===== config.mk =====
export PLATFORM = sky130hd
export DESIGN_NAME = rocket_pool_move
export DESIGN_NICKNAME = d
export VERILOG_FILES = /design/src/rtl/rocket_pool_move.sv
export SDC_FILE = /design/constraint.sdc
export NUM_CORES = 1
export LEC_CHECK = 0
export ABC_CLOCK_PERIOD_IN_PS = 8400
export BUFFER_PORTS_ARGS = -buffer_cell sky130_fd_sc_hd__buf_2
export CAP_MARGIN = 20
export CORE_ASPECT_RATIO = 1.75
export CORE_MARGIN = 2
export CORE_UTILIZATION = 59
export CTS_BUF_LIST = sky130_fd_sc_hd__clkbuf_8
export DETAILED_ROUTE_END_ITERATION = 10
export PLACE_DENSITY = 0.77
export REMOVE_ABC_BUFFERS = 1
export SYNTH_ARGS = -nofsm -noshare
export SYNTH_HDL_FRONTEND = slang
export SYNTH_SLANG_ARGS = --single-unit

===== constraint.sdc =====
create_clock -name clk -period 8.4 [get_ports clk]
set_input_delay 1.68 -clock clk [delete_from_list [all_inputs] [get_ports clk]]
set_output_delay 1.68 -clock clk [all_outputs]
set_load 0.005 [all_outputs]

===== src/rtl/rocket_pool_move.sv =====
// Pool of independent fixed-point rockets fired from one tank. Each new shot
// takes the lowest free slot, and each slot is retired on a hit, on leaving the frame, on lifetime expiry or on tank death.
module rocket_pool_move #(
   parameter int NUM_ROCKETS     = 4,
   parameter int XSPEED          = 100,
   parameter int YSPEED          = 100,
   parameter int FRAC_BITS       = 6,
   parameter int X_MAX           = 543,
   parameter int Y_MAX           = 479,
   parameter int MUZZLE_OFFSET   = 12,
   parameter int COOLDOWN_FRAMES = 8,
   parameter int LIFETIME_FRAMES = 0
) (
   input  logic                       clk,
   input  logic                       resetN,
   input  logic                       startOfFrame,
   input  logic                       shoot,
   input  logic [1:0]                 last_direction,
   input  logic [10:0]                tankX,
   input  logic [10:0]                tankY,
   input  logic [NUM_ROCKETS-1:0]     hit,
   input  logic                       tank_death,
   output logic [11*NUM_ROCKETS-1:0]  topLeftX,
   output logic [11*NUM_ROCKETS-1:0]  topLeftY,
   output logic [2*NUM_ROCKETS-1:0]   direction,
   output logic [NUM_ROCKETS-1:0]     rocket_enable,
   output logic                       fire_ack,
   output logic                       pool_full
);

   localparam int POS_W = 12 + FRAC_BITS;
   localparam int AGE_W = 16;
   localparam int CD_W  = 16;

   typedef logic signed [POS_W-1:0] pos_t;

   localparam pos_t X_LIM  = pos_t'(X_MAX * (2 ** FRAC_BITS));
   localparam pos_t Y_LIM  = pos_t'(Y_MAX * (2 ** FRAC_BITS));
   localparam pos_t X_STEP = pos_t'(XSPEED);
   localparam pos_t Y_STEP = pos_t'(YSPEED);

   typedef enum logic [1:0] {IDLE, LAUNCH, FLY} slotState_e;

   slotState_e             state_q  [NUM_ROCKETS];
   slotState_e             state_d  [NUM_ROCKETS];
   pos_t                   posX_q   [NUM_ROCKETS];
   pos_t                   posX_d   [NUM_ROCKETS];
   pos_t                   posY_q   [NUM_ROCKETS];
   pos_t                   posY_d   [NUM_ROCKETS];
   logic [1:0]             dir_q    [NUM_ROCKETS];
   logic [1:0]             dir_d    [NUM_ROCKETS];
   logic [AGE_W-1:0]       age_q    [NUM_ROCKETS];
   logic [AGE_W-1:0]       age_d    [NUM_ROCKETS];

   logic                   shoot_q;
   logic [CD_W-1:0]        cooldown_q;
   logic [CD_W-1:0]        cooldown_d;
   logic [NUM_ROCKETS-1:0] idleVec;
   logic [NUM_ROCKETS-1:0] allocOH;
   logic [NUM_ROCKETS-1:0] launching;
   logic                   req;
   logic                   grant;
   pos_t                   launchX;
   pos_t                   launchY;

   // Allocation looks only at registered state, so a slot freed this cycle
   // cannot be reused until the next one. Scanning downward leaves the lowest idle slot selected.
   always_comb begin
      idleVec = '0;
      allocOH = '0;
      for (int i = NUM_ROCKETS - 1; i >= 0; i--) begin
         if (state_q[i] == IDLE) begin
            idleVec[i] = 1'b1;
            allocOH    = '0;
            allocOH[i] = 1'b1;
         end
      end
   end

   assign req       = shoot & ~shoot_q;
   assign grant     = req & (cooldown_q == '0) & (|idleVec) & ~tank_death;
   assign launchX   = (pos_t'(tankX) + pos_t'(MUZZLE_OFFSET)) <<< FRAC_BITS;
   assign launchY   = (pos_t'(tankY) + pos_t'(MUZZLE_OFFSET)) <<< FRAC_BITS;
   assign fire_ack  = |launching;
   assign pool_full = ~|idleVec;

   // A fresh load beats the per-frame decrement; tank death wipes the cooldown.
   always_comb begin
      cooldown_d = cooldown_q;
      if (tank_death)
         cooldown_d = '0;
      else if (grant)
         cooldown_d = CD_W'(COOLDOWN_FRAMES);
      else if (startOfFrame && (cooldown_q != '0))
         cooldown_d = cooldown_q - 1'b1;
   end

   // Per-slot next state. A move that would leave the frame retires the slot
   // and keeps the last in-bounds position on the outputs.
   always_comb begin
      pos_t nextPos;
      pos_t limit;
      for (int i = 0; i < NUM_ROCKETS; i++) begin
         state_d[i] = state_q[i];
         posX_d[i]  = posX_q[i];
         posY_d[i]  = posY_q[i];
         dir_d[i]   = dir_q[i];
         age_d[i]   = age_q[i];
         nextPos    = '0;
         limit      = dir_q[i][0] ? X_LIM : Y_LIM;
         case (state_q[i])
            IDLE: begin
               if (grant && allocOH[i])
                  state_d[i] = LAUNCH;
            end
            LAUNCH: begin
               if (tank_death) begin
                  state_d[i] = IDLE;
               end else begin
                  posX_d[i]  = launchX;
                  posY_d[i]  = launchY;
                  dir_d[i]   = last_direction;
                  age_d[i]   = '0;
                  state_d[i] = FLY;
               end
            end
            FLY: begin
               if (tank_death || hit[i]) begin
                  state_d[i] = IDLE;
               end else if (startOfFrame) begin
                  case (dir_q[i])
                     2'd0:    nextPos = posY_q[i] - Y_STEP;
                     2'd1:    nextPos = posX_q[i] - X_STEP;
                     2'd2:    nextPos = posY_q[i] + Y_STEP;
                     default: nextPos = posX_q[i] + X_STEP;
                  endcase
                  if (nextPos[POS_W-1] || (nextPos >= limit)) begin
                     state_d[i] = IDLE;
                  end else begin
                     if (dir_q[i][0])
                        posX_d[i] = nextPos;
                     else
                        posY_d[i] = nextPos;
                     age_d[i] = age_q[i] + 1'b1;
                     if ((LIFETIME_FRAMES != 0) && (age_q[i] == AGE_W'(LIFETIME_FRAMES - 1)))
                        state_d[i] = IDLE;
                  end
               end
            end
            default: state_d[i] = IDLE;
         endcase
      end
   end

   // State registers for the pool, edge detector and cooldown.
   always_ff @(posedge clk or negedge resetN) begin
      if (!resetN) begin
         shoot_q    <= 1'b0;
         cooldown_q <= '0;
         for (int i = 0; i < NUM_ROCKETS; i++) begin
            state_q[i] <= IDLE;
            posX_q[i]  <= '0;
            posY_q[i]  <= '0;
            dir_q[i]   <= '0;
            age_q[i]   <= '0;
         end
      end else begin
         shoot_q    <= shoot;
         cooldown_q <= cooldown_d;
         for (int i = 0; i < NUM_ROCKETS; i++) begin
            state_q[i] <= state_d[i];
            posX_q[i]  <= posX_d[i];
            posY_q[i]  <= posY_d[i];
            dir_q[i]   <= dir_d[i];
            age_q[i]   <= age_d[i];
         end
      end
   end

   // Pixel outputs are the floor of the fixed-point position.
   always_comb begin
      topLeftX      = '0;
      topLeftY      = '0;
      direction     = '0;
      rocket_enable = '0;
      launching     = '0;
      for (int i = 0; i < NUM_ROCKETS; i++) begin
         topLeftX[11*i +: 11] = posX_q[i][FRAC_BITS +: 11];
         topLeftY[11*i +: 11] = posY_q[i][FRAC_BITS +: 11];
         direction[2*i +: 2]  = dir_q[i];
         rocket_enable[i]     = (state_q[i] == FLY);
         launching[i]         = (state_q[i] == LAUNCH);
      end
   end

endmodule


==> key figures, run 1 <==
Run status
  – Status: completed

Clocking
  – Clock Pin Slew Worst Setup and Hold Paths: 90 ps
  – Htree depth: 4
  – Clock Tree Buf Depth: 2
  – Clk sinks: 161
  – # resized after CTS: 0
  – CTS tree: built
  – Hold-fix buffers at CTS: 0
  – Worst skew pair latency: 510 ps
  – TritonCTS buffer count: 17
  – Post-CTS setup buffers: 0
  – Root Driver: clkbuf_8

Setup path
  – CP Launch Type: register
  – CP endpoint kind: register
  – Setup CP Type: reg -> reg
  – Worst Path Arrival: 6560 ps
  – Buf+Inv Stages, Crit Path: 4
  – Critical Path RT: 8780 ps
  – Critical Path Fanout Max: 28
  – CP top delay family: compound AO/OA/AOI/OAI gates
  – Crit-path cells: buf_4, nand2b_1, mux2i_1, inv_1, ha_1, nand2_1, mux2_2, a2111oi_0, nand2_1, mux2i_1, xor2_1, mux2i_1, inv_1, ha_1, a21o_1, a21oi_1, inv_1, a2111oi_2, nand4b_2, a21oi_4, mux2_2
  – Slowest CP cell: a2111oi_0
  – Slowest stage delay, CP: 750 ps

Global routing
  – Largest net degree at the start of global routing: 94
  – Grt ovf: 0
  – First-pass GRT wire length: 66110 um
  – All-Layer GR Usage: 34.40%
  – Vias in the first global route: 12430
  – Initial antenna violation count: 1

Timing
  – Part of the cycle the worst path needs: 73.55%
  – Final Skew: 17.81 ps
  – Final Hold Fails: 0
  – Fin crit period: 6178 ps
  – Max-Slew Margin vs Limit: 28.90%
  – Final slew viol count: 0
  – Peak Freq: 161.9 MHz
  – PnR worst setup slack: 2222 ps
  – RSZ-0062 raised after global routing: no
  – Worst Tran Pin Value: 1059 ps
  – TNS Setup: 0 ps
  – Final Setup Violations: 0

Placement
  – DP HPWL: 31320 um
  – DP Worst Slack: 2317 ps
  – Gpl congestion: 0.9853
  – Port bufs: 134

Finish
  – Area Overhead vs Synth: 3.614%
  – Layout cells sized above 1: 17.92%
  – Fillcell total: 2069
  – Nets: 1650

Detailed routing
  – DR vias/cell: 6.635
  – Drt drc: 0
  – Detailed Routing Iterations Pass 1: 5
  – Post-DRT Antenna Nets: 0
  – DRT iter0 DRCs: 1011
  – Vias: 12660
  – Total Routed Length: 42820 um
  – Per-cell routed wire length: 22.44 um

Yosys
  – Syn Std Cell Area: 0.01388 mm^2
  – Syn. warnings: 0
  – Distinct cells, synth: 102
  – Post-synth EDFFs: 0
  – Mean Syn Cell Area: 8.732 um^2
  – Seq cells post-synth: 161
  – Top FF cell, synth: dfrtp_1
  – Register area share after synthesis: 29.02%
  – Async S/R FF share, synth: 100.0%
  – Post-Synthesis Cells: 1590

Floorplanning
  – Die W: 120.0 um
  – Starting Density: 59.74%
  – Core area: 0.02324 mm^2
  – # IOs: 135
  – Rows: 74
  – Die Area: 0.02483 mm^2
  – Height of the die: 206.9 um

Hold path
  – Worst hold path class: reg -> reg

Flow run
  – Total of max-cap violations: 0

Power
  – VDD IR max: 0.1924 mV
  – P_leak: 6.498 nW
  – Cell Pwr Density: 219.1 mW/mm^2
==> cells by family after synthesis <==
| family | share of synthesized area [%] |
|---|---|
| adders and majority gates | 2.433 |
| muxes | 16.84 |
| buffers and inverters | 9.633 |
| xor gates and xnor gates | 4.794 |
| DFF | 29.02 |
| and+or+nand+nor | 20.27 |
| AOI/OAI and AO/OA | 17.01 |
==> path summary, 6_finish.rpt <==
check                                         start                        to  slack (ps)  depth (start not counted)
setup reg to reg           direction[7]$_DFFE_PN0P_     posY_q[5]$_DFFE_PN0P_        2220                         21
hold / removal               state_q[4]$_DFFE_PN0P_    state_q[4]$_DFFE_PN0P_         480                          1
max in group asynchronous                    resetN  topLeftY[39]$_DFFE_PN0P_        5680                          2
hold reg to reg              state_q[4]$_DFFE_PN0P_    state_q[4]$_DFFE_PN0P_         480                          1
setup / recovery           direction[7]$_DFFE_PN0P_     posY_q[5]$_DFFE_PN0P_        2220                         21
min in group asynchronous                    resetN   topLeftY[6]$_DFFE_PN0P_        1280                          1
==> power by group <==
group | internal (mW) | total (mW) | switching [mW]
registers | 0.899 | 1.10 | 0.203
clock network | 0.300 | 0.614 | 0.314
logic | 0.606 | 1.44 | 0.830
total | 1.81 | 3.15 | 1.35
==> worst reg2reg max path: stages, from the launching register on <==
cell and delay (ps):
dfrtp_1 370, buf_4 220, nand2b_1 540, mux2i_1 250, inv_1 100, ha_1 180
nand2_1 80, mux2_2 340, a2111oi_0 750, nand2_1 170, mux2i_1 220, xor2_1 90
mux2i_1 310, inv_1 80, ha_1 300, a21o_1 160, a21oi_1 140, inv_1 60
a2111oi_2 410, nand4b_2 250, a21oi_4 640, mux2_2 410
==> routing by layer <==
layer / vias to the layer above / routed length [um] / GRT usage [%]
met5: - / 0 / 0
met3: 216 / 2650 / 5.742
met4: 0 / 3797 / 29.24
li1: 5674 / - / -
met1: 6225 / 15220 / 36.75
met2: 545 / 21160 / 58.81
==> placed cells by master (no fill, tap or decap), drive strengths merged, types with 33 or more instances in the layout <==
| cell | n |
|---|---|
| nand3 | 33 |
| nor3 | 54 |
| o21ai | 70 |
| dfrtp | 161 |
| mux2 | 96 |
| mux2i | 117 |
| nand2 | 119 |
| inv | 76 |
| buf | 147 |
| xnor2 | 44 |
| a21oi | 90 |
| nor2 | 142 |
==> state kept, by name (all words and copies together) (netlist names) <==
name / count
posX_q: 20
posY_q: 20
direction: 8
shoot_q: 1
state_q: 8
cooldown_q: 16
topLeftX: 44
topLeftY: 44
==> final cells by class <==
type                    instances  area [um^2]  share of cell area, %
diodes                          2        5.005                0.03479
clock inverters                13        161.4                  1.122
flip-flops and latches        161         4029                  28.00
clock buffers                  18        247.7                  1.722
inverters                      72        270.3                  1.879
well taps                     304        380.4                  2.644
multi-input cells            1191         8518                  59.21
repair buffers                147        774.5                  5.384
==> through the flow <==
stage                     area [um^2]  power, mW  cells  hold slack [ps]  util, %
final                           14390      3.153   1908            479.2    61.90
after global placement          13970      2.484   1875            465.2    60.12
after detailed placement        13970      2.519   1875            466.1    60.12
after CTS                       14380      3.131   1906            478.4    61.88
after floorplan                 12820      2.060   1424            446.6        -
after global routing            14380      3.335   1906            502.6    61.88
==> cells in the mapped netlist (all sizes together) (13+ instances only) <==
master	instances	area, um^2
mux2	96	1141
xnor2	44	385.4
nand2	119	446.7
a21oi	90	480.5
dfrtp	161	4029
xor2	32	280.3
inv	71	266.5
nor2	142	535.5
nand2b	24	157.6
nor4	23	150.1
buf	132	939.7
o22ai	15	100.1
and3	22	137.6
or3	21	136.4
a31oi	22	158.9
clkbuf	34	127.6
nor3	54	285.3
nor2b	13	81.33
ha	27	337.8
o21ai	70	372.9
mux2i	117	1175
and2	15	93.84
nand3	33	165.2
(Power assumes the default switching activity.)
==> run 2, diff against run 1 <==
--- a/config.mk
+++ b/config.mk
@@ -5,7 +5,7 @@
 export SDC_FILE = /design/constraint.sdc
 export NUM_CORES = 1
 export LEC_CHECK = 0
-export ABC_CLOCK_PERIOD_IN_PS = 8400
+export ABC_CLOCK_PERIOD_IN_PS = 6260
 export BUFFER_PORTS_ARGS = -buffer_cell sky130_fd_sc_hd__buf_2
 export CAP_MARGIN = 20
 export CORE_ASPECT_RATIO = 1.75
==> constraint.sdc (replaced) <==
create_clock -name clk -period 6.26 [get_ports clk]
set_input_delay 1.252 -clock clk [delete_from_list [all_inputs] [get_ports clk]]
set_output_delay 1.252 -clock clk [all_outputs]
set_load 0.005 [all_outputs]
==> key figures, run 2 (synthesis gave the netlist of run 1 again) <==
Detailed routing
  – Detailed Routing Iterations Pass 1: 6 (+1)
  – DRT iter0 DRCs: 1058 (+4.6%)
  – Vias: 12660 (-0.039%)
  – WL met1: 15340 um (+0.76%)
  – Total Routed Length: 43780 um (+2.2%)
  – Post-DRT Antenna Nets: 0 (unchanged)
  – Top Metal Used: met5
  – Wire length on met2: 22080 um (+4.4%)
  – DR vias/cell: 6.595 (-0.61%)
  – Met3 wire len: 2746 um (+3.6%)
  – Drt drc: 0 (unchanged)
  – Per-cell routed wire length: 22.81 um (+1.6%)

Finish
  – Commonest non-fill, non-tap cell in the layout: dfrtp_1
  – Fin area: 0.01445 mm^2 (+0.44%)
  – Layout Cells excl Fill: 1919 (+0.58%)
  – Nets: 1662 (+0.73%)
  – Fillcell total: 2083 (+0.68%)
  – Most frequent cells in the layout: 161 x dfrtp_1, 141 x nor2_1, 133 x buf_2
  – Layout cells sized above 1: 18.59% (+0.67 points)
  – Area Overhead vs Synth: 4.073%
  – Final core occ: 62.18% (+0.27 points)

Timing
  – PnR worst setup slack: 494.0 ps (-1728 ps)
  – Max-Slew Margin vs Limit: 26.72% (-2.2 points)
  – Fin crit period: 5766 ps (-412.0 ps)
  – Peak Freq: 173.4 MHz (+7.1%)
  – Worst Tran Pin Value: 1091 ps (+32.40 ps)
  – Final Skew: 8.659 ps (-9.146 ps)
  – Final Setup Violations: 0 (unchanged)
  – Final hold slack: 494.7 ps (+15.50 ps)
  – Final Hold Fails: 0 (unchanged)
  – Final slew viol count: 0 (unchanged)
  – RSZ-0062 raised after global routing: no
  – TNS Setup: 0 ps (unchanged)
  – Part of the cycle the worst path needs: 92.11% (+19 points)

Setup path
  – Critical Path Fanout Max: 16 (-43%)
  – Slowest CP cell: a21oi_4
  – Critical Path RT: 6640 ps (-2140 ps)
  – Slowest stage delay, CP: 590 ps (-160 ps)
  – CP endpoint kind: register
  – Worst Path Arrival: 6150 ps (-410 ps)
  – CP Launch Type: register
  – Setup CP Type: reg -> reg
  – Crit-path cells: nand2b_1, mux2i_1, inv_1, ha_1, nand2b_1, a32oi_1, nand4_1, or2_2, mux2i_1, xor2_1, mux2i_1, inv_1, ha_1, a21o_1, a21oi_1, inv_1, a2111oi_2, nand4b_2, a21oi_4, mux2_2

Global routing
  – Initial antenna violation count: 1 (unchanged)
  – Grt ovf: 0 (unchanged)
  – Largest net degree at the start of global routing: 113 (+20%)
  – All-Layer GR Usage: 35.47% (+1.1 points)
  – First-pass GRT wire length: 67810 um (+2.6%)
  – Vias in the first global route: 12400 (-0.20%)

Clocking
  – Clock Pin Slew Worst Setup and Hold Paths: 90 ps (about the same)
  – Worst skew pair latency: 500 ps (about the same)
  – Htree depth: 4 (unchanged)
  – TritonCTS buffer count: 17 (unchanged)
  – CTS tree: built
  – Root Driver: clkbuf_8
  – Clock Tree Buf Depth: 2 (unchanged)
  – Clk sinks: 161 (unchanged)
  – Post-CTS setup buffers: 0 (unchanged)
  – # resized after CTS: 0 (unchanged)
  – Hold-fix buffers at CTS: 0 (unchanged)

Placement
  – DP Worst Slack: 557.8 ps (-1759 ps)
  – Gpl congestion: 1.004 (+1.9%)
  – Placed inst area: 0.01405 mm^2 (+0.59%)
  – Placed cells: 1886 (+0.59%)
  – Port bufs: 134 (unchanged)
  – DP HPWL: 32390 um (+3.4%)

Power
  – P_leak: 6.542 nW (+0.69%)
  – Pwr Total: 4.177 mW (+32%)
  – VDD IR max: 0.3215 mV (+67%)
  – Cell Pwr Density: 289.1 mW/mm^2 (+32%)

Floorplanning
  – Height of the die: 206.9 um (unchanged)
  – Starting Density: 59.74% (unchanged)
  – Core area: 0.02324 mm^2 (unchanged)
  – # IOs: 135 (unchanged)
  – Rows: 74 (unchanged)
  – Die W: 120.0 um (unchanged)
  – Die Area: 0.02483 mm^2 (unchanged)

Hold path
  – Worst hold path class: reg -> reg

Run status
  – Status: completed

Flow run
  – Total of max-cap violations: 0 (unchanged)
## run 2: cell types whose count changed in the layout (fill, tap and decap cells not counted)
| cell | change |
|---|---|
| diode_2 | -1 |
| clkbuf_8 | +2 |
| clkinv_4 | -1 |
| clkinv_2 | +4 |
| inv_1 | -1 |
| inv_6 | -3 |
| buf_4 | +11 |
| clkinvlp_4 | +1 |
| bufinv_16 | -2 |
| buf_16 | +1 |
## run 2: area by class of cell
cell class              instances  area (um^2)  share of cell area (%)
repair buffers                159        884.6                   6.122
inverters                      72        270.3                   1.870
diodes                          1        2.502                 0.01732
clock buffers                  20        275.3                   1.905
multi-input cells            1191         8518                   58.95
flip-flops and latches        161         4029                   27.88
clock inverters                11        90.09                  0.6234
well taps                     304        380.4                   2.632
## run 2: worst max-delay path: cells and delay by family, from the launching register on
kind                       cells  cell delay (ps)
muxes                          4             1050
AOI/OAI and AO/OA              5             1660
buffers and inverters          3              260
xor gates and xnor gates       1               90
and+or+nand+nor                5             1520
adders and majority gates      2              480
DFF                            1              580
## run 2: path summary, 6_finish.rpt
check | startpoint | to | slack, ps | cells past startpoint
max | direction[7]$_DFFE_PN0P_ | topLeftX[35]$_DFFE_PN0P_ | 490 | 20
min | state_q[6]$_DFFE_PN0P_ | state_q[6]$_DFFE_PN0P_ | 490 | 1
max reg2reg | direction[7]$_DFFE_PN0P_ | topLeftX[35]$_DFFE_PN0P_ | 490 | 20
min reg2reg | state_q[6]$_DFFE_PN0P_ | state_q[6]$_DFFE_PN0P_ | 490 | 1
max in group asynchronous | resetN | direction[3]$_DFFE_PN0P_ | 4160 | 3
min in group asynchronous | resetN | posX_q[58]$_DFFE_PN0P_ | 660 | 1
## run 2: routing by layer
metal,global-route usage (%),up-vias
li1,-,5703
met1,37.51,6064
met2,62.18,652
met3,5.934,234
met4,27.86,2
met5,0,-
## run 2: power breakdown
part           total (mW)  internal [mW]  switching (mW)  leakage (nW)
Combinational        1.95          0.824            1.12          4.37
Clock               0.745          0.338           0.407         0.187
Sequential           1.48           1.21           0.277          1.99
==> run 3, diff against run 2 <==
--- a/config.mk
+++ b/config.mk
@@ -6,14 +6,14 @@
 export NUM_CORES = 1
 export LEC_CHECK = 0
 export ABC_CLOCK_PERIOD_IN_PS = 6260
-export BUFFER_PORTS_ARGS = -buffer_cell sky130_fd_sc_hd__buf_2
+export BUFFER_PORTS_ARGS = -buffer_cell sky130_fd_sc_hd__clkbuf_2
 export CAP_MARGIN = 20
 export CORE_ASPECT_RATIO = 1.75
 export CORE_MARGIN = 2
 export CORE_UTILIZATION = 59
 export CTS_BUF_LIST = sky130_fd_sc_hd__clkbuf_8
 export DETAILED_ROUTE_END_ITERATION = 10
-export PLACE_DENSITY = 0.77
+export PLACE_DENSITY_LB_ADDON = 0.2
 export REMOVE_ABC_BUFFERS = 1
 export SYNTH_ARGS = -nofsm -noshare
 export SYNTH_HDL_FRONTEND = slang
==> key figures, run 3 (synthesis gave the netlist of run 1 again) <==
Setup path
  – Critical Path RT: 6650 ps (about the same)
  – Setup CP Type: reg -> reg
  – CP Launch Type: register
  – CP endpoint kind: register
  – Worst Path Arrival: 6020 ps (-130 ps)
  – Critical Path Fanout Max: 28 (+12)

Finish
  – Layout cells sized above 1: 18.50% (-0.090 points)
  – Nets: 1659 (-0.18%)
  – Area Overhead vs Synth: 4.046% (about the same)
  – Layout Cells excl Fill: 1916 (-0.16%)
  – Most frequent cells in the layout: 161 x dfrtp_1, 141 x nor2_1, 133 x clkbuf_2
  – Commonest non-fill, non-tap cell in the layout: dfrtp_1
  – Fillcell total: 2114 (+1.5%)

Clocking
  – Htree depth: 4 (unchanged)
  – CTS tree: built
  – Root Driver: clkbuf_8
  – Clk sinks: 161 (unchanged)
  – Post-CTS setup buffers: 0 (unchanged)
  – Clock Tree Buf Depth: 2 (unchanged)
  – Clock Pin Slew Worst Setup and Hold Paths: 100 ps (about the same)
  – Worst skew pair latency: 520 ps (+20 ps)
  – # resized after CTS: 0 (unchanged)
  – TritonCTS buffer count: 17 (unchanged)
  – Hold-fix buffers at CTS: 0 (unchanged)

Placement
  – Port bufs: 134 (unchanged)
  – Gpl congestion: 0.9292 (-7.4%)
  – DP Worst Slack: 648.2 ps (+90.46 ps)
  – DP HPWL: 32090 um (-0.94%)
  – Placed cells: 1884 (-0.11%)

Detailed routing
  – Post-DRT Antenna Nets: 0 (unchanged)
  – Detailed Routing Iterations Pass 1: 5 (-1)
  – Vias: 12470 (-1.4%)
  – Per-cell routed wire length: 22.47 um (-1.5%)
  – Drt drc: 0 (unchanged)
  – Total Routed Length: 43060 um (-1.6%)
  – DR vias/cell: 6.510 (-1.3%)
  – DRT iter0 DRCs: 961 (-9.2%)

Floorplanning
  – Die W: 120.0 um (unchanged)
  – Die Area: 0.02483 mm^2 (unchanged)
  – Rows: 74 (unchanged)
  – Core area: 0.02324 mm^2 (unchanged)
  – # IOs: 135 (unchanged)
  – Starting Density: 59.74% (unchanged)
  – Height of the die: 206.9 um (unchanged)

Global routing
  – Grt ovf: 0 (unchanged)
  – Vias in the first global route: 12340 (-0.49%)
  – Initial antenna violation count: 1 (unchanged)
  – All-Layer GR Usage: 34.81% (-0.66 points)
  – Largest net degree at the start of global routing: 89 (-21%)
  – First-pass GRT wire length: 66910 um (-1.3%)

Timing
  – Final slew viol count: 0 (unchanged)
  – RSZ-0062 raised after global routing: no
  – Peak Freq: 177.7 MHz (+2.5%)
  – Part of the cycle the worst path needs: 89.90% (-2.2 points)
  – Final Skew: 20.18 ps (+11.52 ps)
  – Fin crit period: 5628 ps (-138.1 ps)
  – Max-Slew Margin vs Limit: 23.83% (-2.9 points)
  – Worst Tran Pin Value: 1134 ps (+43.02 ps)
  – Final Setup Violations: 0 (unchanged)
  – Final Hold Fails: 0 (unchanged)
  – TNS Setup: 0 ps (unchanged)
  – PnR worst setup slack: 632.1 ps (+138.1 ps)

Run status
  – Status: completed

Power
  – Combinational share of power: 45.1% (-1.5 points)
  – Pwr Total: 4.234 mW (+1.4%)
  – Flop pwr share: 35.5% (about the same)
  – Clock power frac: 19.4% (+1.6 points)
  – Cell Int Power: 2.393 mW (+0.97%)
  – P_leak: 6.548 nW (about the same)
  – Switch share: 43.49% (+0.22 points)
  – P_sw: 1.841 mW (+1.9%)
  – VDD IR max: 0.2715 mV (-16%)
  – Cell Pwr Density: 293.1 mW/mm^2 (+1.4%)

Flow run
  – Total of max-cap violations: 0 (unchanged)

Hold path
  – Worst hold path class: reg -> reg
## run 3: critical path: stages (launching register included)
cell,delay [ps]
dfrtp_1,510
buf_4,420
and2b_1,540
mux2i_1,450
nand4_1,280
or2_2,380
mux2i_1,190
xor2_1,90
mux2i_1,250
inv_1,80
ha_1,290
a21o_1,160
a21oi_1,140
inv_1,60
a2111oi_2,420
nand4b_2,250
a21oi_4,610
mux2_2,400
## run 3: area by class of cell
cell class              instances  area (um^2)  share of cell area [%]
clock buffers                  17        234.0                   1.620
inverters                      72        270.3                   1.871
multi-input cells            1191         8518                   58.96
repair buffers                156        842.1                   5.829
flip-flops and latches        161         4029                   27.89
well taps                     304        380.4                   2.633
clock inverters                14        170.2                   1.178
diodes                          1        2.502                 0.01732
## run 3: through the flow
stage                     instance area (um^2)  utilization, %  hold WS, ps
after detailed placement                 14040           60.41        470.3
after floorplan                          12820               -        446.6
after global routing                     14440           62.15        516.2
after CTS                                14440           62.15        490.1
after global placement                   14040           60.41        461.0
final                                    14450           62.16        488.3
## run 3: path summary, 6_finish.rpt
check                      slack [ps]                   endpoint  cells after the start                startpoint
min in group asynchronous         810     posX_q[21]$_DFFE_PN0P_                      1                    resetN
max in group asynchronous        3890  cooldown_q[2]$_DFFE_PN0P_                      2                    resetN
min reg2reg                       490     state_q[6]$_DFFE_PN0P_                      1    state_q[7]$_DFFE_PN0P_
max reg2reg                       630      posY_q[5]$_DFFE_PN0P_                     17  direction[6]$_DFFE_PN0P_
max                               630      posY_q[5]$_DFFE_PN0P_                     17  direction[6]$_DFFE_PN0P_
min                               490     state_q[6]$_DFFE_PN0P_                      1    state_q[7]$_DFFE_PN0P_
## run 3: metal layers
metal | GRT usage, % | wire length, um
met5 | 0 | 0
met1 | 37.90 | 16020
met3 | 5.604 | 2259
met2 | 61.42 | 21770
met4 | 24.24 | 3020
## run 3: power groups by stage
stage / sequential [mW] / combinational, mW / clock [mW]
2_1_floorplan: 1.48 / 1.28 / 0
3_3_place_gp: 1.50 / 1.87 / 0
3_5_place_dp: 1.51 / 1.89 / 0
4_1_cts: 1.49 / 1.90 / 0.831
5_1_grt: 1.52 / 2.11 / 0.870
6_report: 1.50 / 1.91 / 0.823
